<file path="config.mk">
export PLATFORM = sky130hd
export DESIGN_NAME = pll_lock_supervisor_flat
export DESIGN_NICKNAME = d
export VERILOG_FILES = /design/src/rtl/pll_lock_supervisor_if.sv /design/src/rtl/pll_lock_supervisor.sv /design/src/flat_wrapper.sv
export SDC_FILE = /design/constraint.sdc
export NUM_CORES = 1
export LEC_CHECK = 0
export BUFFER_PORTS_ARGS = -buffer_cell sky130_fd_sc_hd__buf_2
export CAP_MARGIN = 30
export CORE_ASPECT_RATIO = 0.6
export CORE_MARGIN = 4
export CORE_UTILIZATION = 58
export DETAILED_ROUTE_END_ITERATION = 6
export PLACE_DENSITY = 0.9
export SLEW_MARGIN = 20
export SYNTH_ARGS = -nofsm -noshare
export SYNTH_HDL_FRONTEND = slang
export SYNTH_SLANG_ARGS = --single-unit
</file>
<file path="constraint.sdc">
create_clock -name clock_in -period 2.3 [get_ports clock_in]
set_input_delay 0.46 -clock clock_in [delete_from_list [all_inputs] [get_ports clock_in]]
set_output_delay 0.46 -clock clock_in [all_outputs]
set_load 0.02 [all_outputs]
</file>
<file path="src/rtl/pll_lock_supervisor_if.sv">
// Signal bundle between the PLL lock supervisor, the PLL wrapper and the reset tree.
// master: the supervisor side. slave: the PLL and reset-tree environment.
interface pll_lock_supervisor_if;
  logic       pll_locked;
  logic       restart;
  logic       pll_resetb;
  logic       sys_rst_n;
  logic       ready;
  logic       fail;
  logic [7:0] retry_count;
  logic [7:0] loss_count;

  modport master (
    input  pll_locked, restart,
    output pll_resetb, sys_rst_n, ready, fail, retry_count, loss_count
  );

  modport slave (
    output pll_locked, restart,
    input  pll_resetb, sys_rst_n, ready, fail, retry_count, loss_count
  );
endinterface

</file>
<file path="src/rtl/pll_lock_supervisor.sv">
// Sequences an iCE40 PLL from its reference clock: reset pulse, lock wait with timeout/retry,
// lock qualification, and downstream reset release. Every output is registered.
module pll_lock_supervisor #(
  parameter int RESET_CYCLES  = 16,
  parameter int LOCK_TIMEOUT  = 100000,
  parameter int STABLE_CYCLES = 1000,
  parameter int MAX_RETRIES   = 4
) (
  input  logic                  clock_in,
  input  logic                  resetn,
  pll_lock_supervisor_if.master bus
);

  localparam int MAX_A = (RESET_CYCLES > LOCK_TIMEOUT) ? RESET_CYCLES : LOCK_TIMEOUT;
  localparam int MAX_P = (MAX_A > STABLE_CYCLES) ? MAX_A : STABLE_CYCLES;
  localparam int CNT_W = (MAX_P < 2) ? 1 : $clog2(MAX_P);

  localparam logic [CNT_W-1:0] RESET_LAST   = CNT_W'(RESET_CYCLES - 1);
  localparam logic [CNT_W-1:0] TIMEOUT_LAST = CNT_W'(LOCK_TIMEOUT - 1);
  localparam logic [CNT_W-1:0] STABLE_LAST  = CNT_W'(STABLE_CYCLES - 1);
  localparam logic [7:0]       RETRY_LIMIT  = 8'(MAX_RETRIES);

  typedef enum logic [2:0] {
    S_RESET_PLL = 3'd0,
    S_WAIT_LOCK = 3'd1,
    S_STABLE    = 3'd2,
    S_RUN       = 3'd3,
    S_FAIL      = 3'd4
  } state_t;

  state_t           state, state_nxt;
  logic [CNT_W-1:0] cnt, cnt_nxt;
  logic [7:0]       retry, retry_nxt;
  logic [7:0]       loss, loss_nxt;
  logic             lock_p0, lock_s;
  logic             pll_resetb_q, sys_rst_n_q, ready_q, fail_q;
  logic             pll_resetb_nxt, sys_rst_n_nxt, ready_nxt, fail_nxt;

  // Lock synchronizer: pll_locked is asynchronous to clock_in
  always_ff @(posedge clock_in or negedge resetn) begin
    if (!resetn) begin
      lock_p0 <= 1'b0;
      lock_s  <= 1'b0;
    end else begin
      lock_p0 <= bus.pll_locked;
      lock_s  <= lock_p0;
    end
  end

  always_ff @(posedge clock_in or negedge resetn) begin
    if (!resetn) begin
      state        <= S_RESET_PLL;
      cnt          <= '0;
      retry        <= '0;
      loss         <= '0;
      pll_resetb_q <= 1'b0;
      sys_rst_n_q  <= 1'b0;
      ready_q      <= 1'b0;
      fail_q       <= 1'b0;
    end else begin
      state        <= state_nxt;
      cnt          <= cnt_nxt;
      retry        <= retry_nxt;
      loss         <= loss_nxt;
      pll_resetb_q <= pll_resetb_nxt;
      sys_rst_n_q  <= sys_rst_n_nxt;
      ready_q      <= ready_nxt;
      fail_q       <= fail_nxt;
    end
  end

  always_comb begin
    state_nxt = state;
    retry_nxt = retry;
    loss_nxt  = loss;
    cnt_nxt   = cnt;
    case (state)
      S_RESET_PLL: if (cnt == RESET_LAST) state_nxt = S_WAIT_LOCK;
      S_WAIT_LOCK: begin
        if (lock_s) begin
          state_nxt = S_STABLE;
        end else if (cnt == TIMEOUT_LAST) begin
          retry_nxt = retry + 8'd1;
          state_nxt = (retry_nxt == RETRY_LIMIT) ? S_FAIL : S_RESET_PLL;
        end
      end
      S_STABLE: begin
        if (!lock_s) begin
          state_nxt = S_WAIT_LOCK;
        end else if (cnt == STABLE_LAST) begin
          state_nxt = S_RUN;
          retry_nxt = '0;
        end
      end
      S_RUN: begin
        if (!lock_s) begin
          state_nxt = S_RESET_PLL;
          if (loss != 8'hFF) loss_nxt = loss + 8'd1;
        end
      end
      S_FAIL:  state_nxt = S_FAIL;
      default: state_nxt = S_RESET_PLL;
    endcase

    // restart outranks every other event and never counts as a lock loss
    if (bus.restart) begin
      state_nxt = S_RESET_PLL;
      retry_nxt = '0;
      loss_nxt  = loss;
    end

    if (bus.restart || (state_nxt != state)) begin
      cnt_nxt = '0;
    end else if ((state == S_RESET_PLL) || (state == S_WAIT_LOCK) || (state == S_STABLE)) begin
      cnt_nxt = cnt + CNT_W'(1);
    end
  end

  // Outputs are decoded from the next state so they register in step with it
  always_comb begin
    pll_resetb_nxt = 1'b0;
    sys_rst_n_nxt  = 1'b0;
    ready_nxt      = 1'b0;
    fail_nxt       = 1'b0;
    case (state_nxt)
      S_WAIT_LOCK, S_STABLE: pll_resetb_nxt = 1'b1;
      S_RUN: begin
        pll_resetb_nxt = 1'b1;
        sys_rst_n_nxt  = 1'b1;
        ready_nxt      = 1'b1;
      end
      S_FAIL:  fail_nxt = 1'b1;
      default: ;
    endcase
  end

  assign bus.pll_resetb  = pll_resetb_q;
  assign bus.sys_rst_n   = sys_rst_n_q;
  assign bus.ready       = ready_q;
  assign bus.fail        = fail_q;
  assign bus.retry_count = retry;
  assign bus.loss_count  = loss;

endmodule
</file>
<file path="src/flat_wrapper.sv">
// flat-port wrapper written by rule: the top's interface ports become plain ports
module pll_lock_supervisor_flat 
#(
  parameter int RESET_CYCLES  = 16,
  parameter int LOCK_TIMEOUT  = 100000,
  parameter int STABLE_CYCLES = 1000,
  parameter int MAX_RETRIES   = 4
)
  (clock_in, resetn, bus_pll_locked, bus_restart, bus_pll_resetb, bus_sys_rst_n, bus_ready, bus_fail, bus_retry_count, bus_loss_count);
  pll_lock_supervisor_if bus_i ();
  input  logic clock_in;
  input  logic resetn;
  input wire logic [$bits(bus_i.pll_locked)-1:0] bus_pll_locked;
  input wire logic [$bits(bus_i.restart)-1:0] bus_restart;
  output wire logic [$bits(bus_i.pll_resetb)-1:0] bus_pll_resetb;
  output wire logic [$bits(bus_i.sys_rst_n)-1:0] bus_sys_rst_n;
  output wire logic [$bits(bus_i.ready)-1:0] bus_ready;
  output wire logic [$bits(bus_i.fail)-1:0] bus_fail;
  output wire logic [$bits(bus_i.retry_count)-1:0] bus_retry_count;
  output wire logic [$bits(bus_i.loss_count)-1:0] bus_loss_count;
  assign bus_i.pll_locked = bus_pll_locked;
  assign bus_i.restart = bus_restart;
  assign bus_pll_resetb = bus_i.pll_resetb;
  assign bus_sys_rst_n = bus_i.sys_rst_n;
  assign bus_ready = bus_i.ready;
  assign bus_fail = bus_i.fail;
  assign bus_retry_count = bus_i.retry_count;
  assign bus_loss_count = bus_i.loss_count;
  pll_lock_supervisor #(.RESET_CYCLES(RESET_CYCLES), .LOCK_TIMEOUT(LOCK_TIMEOUT), .STABLE_CYCLES(STABLE_CYCLES), .MAX_RETRIES(MAX_RETRIES)) u_core (.clock_in(clock_in), .resetn(resetn), .bus(bus_i));
endmodule
</file>
== After elaboration in Yosys (flattened, before gate mapping) ==
Cells that the tools add are included.
Storage, ports and cells
  memories kept: 0
  memory bits (read-only): 0
  RAM bits: 0
  output and inout bits: 20
  bits in latches: 0
  word-level logic and storage cells: 61
  bits in registers: 41
Cells by class
  add/subtract/negate cells: 3
  div/mod/pow operators: 0
  shifts and indexed selects: 0
  reductions and logical operators: 9
  mux-type cells: 20
  bitwise gates (word level): 2
  order comparisons: 0
  $mul: 0
  equality and inequality tests: 18
Operators with widths (number)
  $mux W8: 5
  $mux W17: 2
  $mux W3: 8
  $add A17 B1 Y17 const B: 1
  $eq A17 B10 Y1 const B: 1
  $eq A17 B17 Y1 const B: 1
  $eq A17 B4 Y1 const B: 1
  $add A8 B1 Y8 const B: 2
  $pmux W8 S2: 1
  $pmux W3 S5: 1
  $eq A3 B2 Y1 const B: 4
  $ne A3 B2 Y1 const B: 3
  $eq A8 B3 Y1 const B: 1
  $ne A8 B8 Y1 const B: 1
  $eq A3 B1 Y1 const B: 2
  $eq A3 B3 Y1 const B: 2
  $reduce_and A5 Y1: 1
  $reduce_and A4 Y1: 1
  $logic_not A3 Y1: 1
  $logic_or A1 B1 Y1: 3
  $mux W1: 3
  $ne A3 B3 Y1: 1
  $ne A3 B3 Y1 const B: 1
  $reduce_bool A3 Y1: 1
  3 further kinds: 4

== Depth between registers and ports, before layout ==
Gate-level depths: netlist of run 1.
  depth after elaboration: 10
  depth in mapped cells: 7
  mapped depth without buffers: 6

== Worst setup path after synthesis of run 1 ==
No wires, ideal clock.
  path type: reg2reg
  from: register u_core.cnt[11]
  to: register u_core.cnt[0]
  buffers on the path: 1
  path slack: 194 ps
  stages on the path, launching flop included: 7
  arrival time: 1987 ps
  period minus slack after synthesis: 2106 ps
  cells stage by stage: dfrtp_1 -> or4_4 -> nand3b_4 -> or4b_4 -> nand4_4 -> buf_12 -> nor2_2
Between the ends
  longest elaborated chain between the ends: 8
  elaborated cells on any way between the ends: 14
  classes of those cells: eq/ne: 4; mux: 8; reduce/logical: 2
RTL lines
  from (decl): RTL line pll_lock_supervisor.sv:32  | logic [CNT_W-1:0] cnt, cnt_nxt;
  from (signal assigned): RTL line pll_lock_supervisor.sv:62  | cnt <= cnt_nxt;
  $eq A17 B10 Y1 / $eq A17 B17 Y1 (equally long branches): RTL line pll_lock_supervisor.sv:90, pll_lock_supervisor.sv:82
  $mux W3, on equally long branches: RTL line pll_lock_supervisor.sv:90, pll_lock_supervisor.sv:82
  $mux W3, on equally long branches: RTL line pll_lock_supervisor.sv:88, pll_lock_supervisor.sv:80
  $pmux W3 S5 *: RTL line pll_lock_supervisor.sv:77  | case (state)
  $mux W3 *: RTL line pll_lock_supervisor.sv:106  | if (bus.restart) begin
  $ne A3 B3 Y1 *: RTL line pll_lock_supervisor.sv:112  | if (bus.restart || (state_nxt != state)) begin
  $logic_or A1 B1 Y1 *: RTL line pll_lock_supervisor.sv:112
  $mux W17 / $reduce_bool A2 Y1 (equally long branches)
Every way passes the cells marked *; elsewhere a longest branch is shown, timed or not.
A chain may end at the register's enable or synchronous reset.

== Final worst setup path of run 1 ==
  from: register u_core.cnt[11]
  to: register u_core.cnt[7]
Same word-level chain as after synthesis.

==> metrics.txt, run 1 <==
outcome=finished, final reports clean; H-tree Lvls=2; Vert. Die Dim=56.1 um; Power Dens Cells=494 nW/um^2; pin count of the biggest net entering global routing=42; first-pass GRT wire length=7980 um; number of synthesized register bits=41; count of final setup violators=0; setup_tns=0 ns; synthesized cell area=2240 sq um; antenna viol nets, final=0; register area share after synthesis=0.458; Core Region=3700 sq um; reg2reg start=u_core.cnt[11]; DR WL/cell=15.4 um; NumNets Final=262; Max Cap Violations=0; Worst EP required=2.47 ns; R2R cell count=5; RSZ-0062 raised after global routing=false; Port Buffers=23; num ports=24; Reg-to-Reg End=u_core.cnt[7]; layout cells sized above 1=0.236; CP Launch Type=register; prevailing post-synth register cell=dfrtp_1; hpwl dp=3280 um; Worst Hold Class=primary input to async pin; CTS Sinks=41; Fmax=452 MHz; crit end category=register; fin crit period=2.21 ns; DRC violations left=0; CTS tree=built; fraction of registers with async set/reset=1.00; DR vias=1,770; initial antenna violation count=0; Slew @ Worst Pin=0.447 ns; CP endpoint=u_core.cnt[7]; share of the synthesized area in the top cell type=0.458; EDFF count, synth=0; vias in the first global route=1,698; clk_skew=0.00461 ns; setup bufs post-CTS=0; num rows=17; Chip Width=88.2 um; dpl cells=293; P_leak=1.18 nW; Critical Path Fanout Max=17; Max VDD drop=0.329 mV; cell taking the most area after synthesis=dfrtp_1; clk slew on worst S/H paths=0.07 ns; synthesized area per cell=9.95 sq um; Warnings, synthesis=0; Synth Net Count=233; Slew HR=0.699; grt ovf=0; Setup crit start=u_core.cnt[11]; area grow syn2layout=13.1%; WL final=4620 um; Crit Path Category=register to register; Filler cells=277; Vias/cell=5.88; Detailed Routing Iterations Pass 1=4; # diodes=0; worst-case clock buffer depth=2; die area=4950 sq um; Initial DRC Count=154; synthesized instance count=225; most frequent cells in the layout=dfrtp_1 (41), buf_2 (23), nand3_1 (19); Clock Tree Root=clkbuf_8; final std cells w/o fill=301; GRT Total Usage=0.202; max-slew violations=0; top post-synthesis cells by area=dfrtp_1 (46%), xor2_1 (5.5%), xnor2_1 (4.3%); Critical Path AT=2.38 ns; R2R setup slack=0.09 ns; Inserted Clock Buffers=5; Clk Latency, worst-skew pair=0.29 ns; most common cell after layout, fill and taps aside=dfrtp_1; final hold violations=0; Final Cycle Share=0.963; Starting Density=0.605; Netlist cell types=49; routability congestion estimate=0.873
-- area by class of cell --
| type | instances | area [sq um] | share of cell area |
|---|---|---|---|
| inverters | 4 | 15.0 | 0.00593 |
| multi-input cells | 171 | 1160 | 0.458 |
| repair buffers | 31 | 188 | 0.0741 |
| flip-flops and latches | 41 | 1030 | 0.405 |
| clock buffers | 7 | 86.3 | 0.0341 |
| well taps | 47 | 58.8 | 0.0232 |
-- per-stage QoR --
stage                      util  power, W  setup WS (ns)  area [sq um]  hold slack, ns
after floorplan               -  0.000773          0.194          2240           0.164
after detailed placement  0.650  0.000793         0.0811          2410           0.336
after global placement    0.650  0.000791          0.125          2410           0.333
after CTS                 0.674   0.00126        0.00261          2490           0.265
final                     0.684   0.00125         0.0861          2530          0.0272
after global routing      0.684   0.00131         0.0128          2530          0.0363
-- cell families (layout without fill, tap and decap cells) --
family                   after synthesis  after routing  synth area share
AO/OA/AOI/OAI                         26             26            0.0766
adder cells (fa/ha/maj)                4              4            0.0224
AND/OR/NAND/NOR                      113            113             0.298
multiplexers                           3              3            0.0140
XOR/XNOR                              25             25            0.0978
flip-flops                            41             41             0.458
buffers and inverters                 13             42            0.0324
-- per-layer routing --
| metal | up-vias | global-route usage | share of wire |
|---|---|---|---|
| li1 | 867 | - | - |
| met2 | 68 | 0.291 | 0.44 |
| met3 | 5 | 0.0518 | 0.075 |
| met1 | 830 | 0.296 | 0.47 |
| met5 | - | 0 | 0 |
| met4 | 0 | 0.0625 | 0.010 |
-- how the worst min path moves through the flow --
| stage | start | to | slack, ns |
|---|---|---|---|
| after floorplan | resetn | u_core.bus.fail | 0.16 |
| after global placement | u_core.lock_p0 | u_core.lock_s | 0.33 |
| after detailed placement | u_core.lock_p0 | u_core.lock_s | 0.34 |
| after CTS | bus_pll_locked | u_core.lock_p0 | 0.27 |
| after global routing | resetn | u_core.bus.sys_rst_n | 0.04 |
| final | resetn | u_core.state[1] | 0.03 |
-- worst max-delay path, stage by stage (launching register included) --
cell and delay (ns):
dfrtp_1 0.41, or4_4 0.58, nand3b_4 0.21, or4b_4 0.51, nand4_4 0.28, nor2_1 0.09
-- sequential cells by signal, summed over array words and instances, names as in the netlist, 3 cells and up --
register and cells:
u_core.state 3, u_core.cnt 17, u_core.bus.retry_count 8, u_core.bus.loss_count 8
-- power by group --
part           switching, W  leakage [nW]  internal, W
Sequential       0.00000859         0.566     0.000727
Clock              0.000230        0.0443     0.000238
Combinational     0.0000331         0.574    0.0000153
Total              0.000272          1.18     0.000980
-- Yosys cell counts, types with 2 or more instances --
cell type / count
or3_2: 2
clkbuf_1: 5
nand4b_1: 2
nor2_2: 10
a31oi_1: 3
nand3_1: 19
ha_1: 4
or2_2: 2
nor3_1: 5
nand4_1: 11
nor2_1: 17
mux2i_1: 2
and4_1: 5
xnor2_1: 11
dfrtp_1: 41
o21ai_0: 3
and3_1: 5
nand2_1: 15
xor2_1: 14
a21oi_1: 8
or3_1: 2
o22ai_1: 2
inv_1: 4
a311oi_1: 2
nor2b_1: 4
and2_1: 3
buf_4: 2
-- repair_timing --
action	CTS	global route
hold buffers	0	0
setup endpoints to repair	0	19
gates resized for setup	0	4
hold endpoints to repair	0	0
Note: power is estimated with default switching activity, not from simulation.
==> inputs of run 2 (changes only) <==
--- a/config.mk
+++ b/config.mk
@@ -11,6 +11,7 @@
 export CORE_MARGIN = 4
 export CORE_UTILIZATION = 58
 export DETAILED_ROUTE_END_ITERATION = 6
+export HOLD_SLACK_MARGIN = 0.08
 export PLACE_DENSITY = 0.9
 export SLEW_MARGIN = 20
 export SYNTH_ARGS = -nofsm -noshare
==> run 2 against run 1 <==
Via count rose by 0.51%. Die area stayed put. Maximum frequency barely moved. Sequential share of layout area is 0.16 points lower. First-iteration DRC count fell by 28%. Non-clock buffer count is 1 higher. Setup slack about the same. Clock power about the same. Design area rose by 0.40%. Global-route usage stayed put. Sequential power hardly changed. Critical path type unchanged. Largest power group unchanged.
==> metrics.txt, run 2 (synthesis results as in run 1) <==
outcome=finished, final reports clean; fin crit period=2.21 ns (+0.000486 ns); worst-case clock buffer depth=2 (unchanged); Max Cap Violations=0 (unchanged); setup_tns=0 ns (unchanged); CTS Sinks=41 (unchanged); Slowest cell on crit path=or4_4; Critical Path AT=2.38 ns (about the same); num ports=24 (unchanged); most frequent cells in the layout=dfrtp_1 (41), buf_2 (23), nand3_1 (19); most flop-heavy register=u_core.cnt; Slew HR=0.699 (about the same); grt ovf=0 (unchanged); Worst EP required=2.47 ns (about the same); crit end category=register; Max VDD drop=0.329 mV (about the same); WL final=4660 um (+0.82%); Initial DRC Count=111 (-28%); Fmax=452 MHz (about the same); max reg flops=17 (unchanged); NumNets Final=263 (+0.38%); count of final setup violators=0 (unchanged); RSZ-0062 raised after global routing=false; Chip Width=88.2 um (unchanged); most common cell after layout, fill and taps aside=dfrtp_1; setup bufs post-CTS=0 (unchanged); Detailed Routing Iterations Pass 1=4 (unchanged); Power Dens Cells=492 nW/um^2 (-0.37%); vias in the first global route=1,698 (unchanged); num rows=17 (unchanged); Port Buffers=23 (unchanged); final instance area=2540 sq um (+0.40%); R2R setup slack=0.09 ns (about the same); H-tree Lvls=2 (unchanged); area grow syn2layout=13.6%; P_leak=1.19 nW (+0.35%); DR vias=1,779 (+0.51%); max-slew violations=0 (unchanged); Post-DP Area=2410 sq um (unchanged); Inserted Clock Buffers=5 (unchanged); pin count of the biggest net entering global routing=42 (unchanged); layout cells sized above 1=0.235 (-0.000926); CTS tree=built; clk slew on worst S/H paths=0.07 ns (about the same); Core Region=3700 sq um (unchanged); Critical Path Fanout Max=17 (unchanged); Final Cycle Share=0.963 (about the same); crit path buf inv count=0 (unchanged); first-pass GRT wire length=7980 um (unchanged); Vias/cell=5.89 (+0.18%); DRC violations left=0 (unchanged); Starting Density=0.605 (unchanged); routability congestion estimate=0.873 (unchanged); worst-path cell chain=or4_4 > nand3b_4 > or4b_4 > nand4_4 > nor2_1; post-layout util=0.687 (+0.00270); # diodes=0 (unchanged); Clock Tree Root=clkbuf_8; Clk Latency, worst-skew pair=0.29 ns (about the same); initial antenna violation count=0 (unchanged); DR WL/cell=15.4 um (+0.49%); antenna viol nets, final=0 (unchanged); Filler cells=276 (-0.36%); clk_skew=0.00403 ns (-0.000579 ns); Worst Hold Class=primary input to register; hpwl dp=3280 um (unchanged); Slowest Stage Delay on Critical Path=0.58 ns (about the same); final hold violations=0 (unchanged); GRT Total Usage=0.202 (unchanged); die area=4950 sq um (unchanged); Slew @ Worst Pin=0.447 ns (+0.0000228 ns); CP top delay family=simple AND/OR/NAND/NOR gates; CP Launch Type=register; Crit Path Category=register to register; Vert. Die Dim=56.1 um (unchanged)
## run 2: changes by cell type in the layout (fill, tap and decap cells not counted), sizes merged
| cell | previous run | this run |
|---|---|---|
| dlygate4sd3 | 0 | 1 |
## run 2: what timing repair did
| action | CTS | global route |
|---|---|---|
| endpoints found under the hold margin | 0 | 10 |
| gates resized for setup | 0 | 4 |
| setup endpoints to repair | 0 | 19 |
| hold buffers | 0 | 1 |
## run 2: metrics by stage
stage               worst slack [ns]  hold WS, ns  std cells  power [W]
global route                  0.0128        0.261        302    0.00131
global placement               0.125        0.333        293   0.000791
finish                        0.0856        0.273        302    0.00125
detailed placement            0.0811        0.336        293   0.000793
floorplan                      0.194        0.164        225   0.000773
CTS                          0.00261        0.265        300    0.00126
## run 2: final cells by class
type	count	area [sq um]	share of cell area
multi-input cells	171	1160	0.456
inverters	4	15.0	0.00591
flip-flops and latches	41	1030	0.404
well taps	47	58.8	0.0231
repair buffers	32	198	0.0778
clock buffers	7	86.3	0.0340
## run 2: routing by layer
metal | track usage | up-vias | part of all wire
met5 | 0 | - | 0
met4 | 0.0625 | 0 | 0.0099
met3 | 0.0518 | 5 | 0.078
met2 | 0.291 | 72 | 0.44
met1 | 0.296 | 833 | 0.47
li1 | - | 869 | -
## run 2: worst paths after layout
path                           startpoint               to  cells after the start
setup reg to reg           u_core.cnt[11]    u_core.cnt[7]                      5
max in group asynchronous          resetn    u_core.cnt[6]                      3
setup / recovery           u_core.cnt[11]    u_core.cnt[7]                      5
min in group asynchronous          resetn  u_core.state[1]                      2
hold / removal             bus_pll_locked   u_core.lock_p0                      1
hold reg to reg            u_core.lock_p0    u_core.lock_s                      0
## run 2: report_power, final
group	internal [W]	total, W	switching, W
combinational	0.0000165	0.0000500	0.0000335
sequential	0.000727	0.000735	0.00000859
clock	0.000238	0.000467	0.000229
total	0.000981	0.00125	0.000271
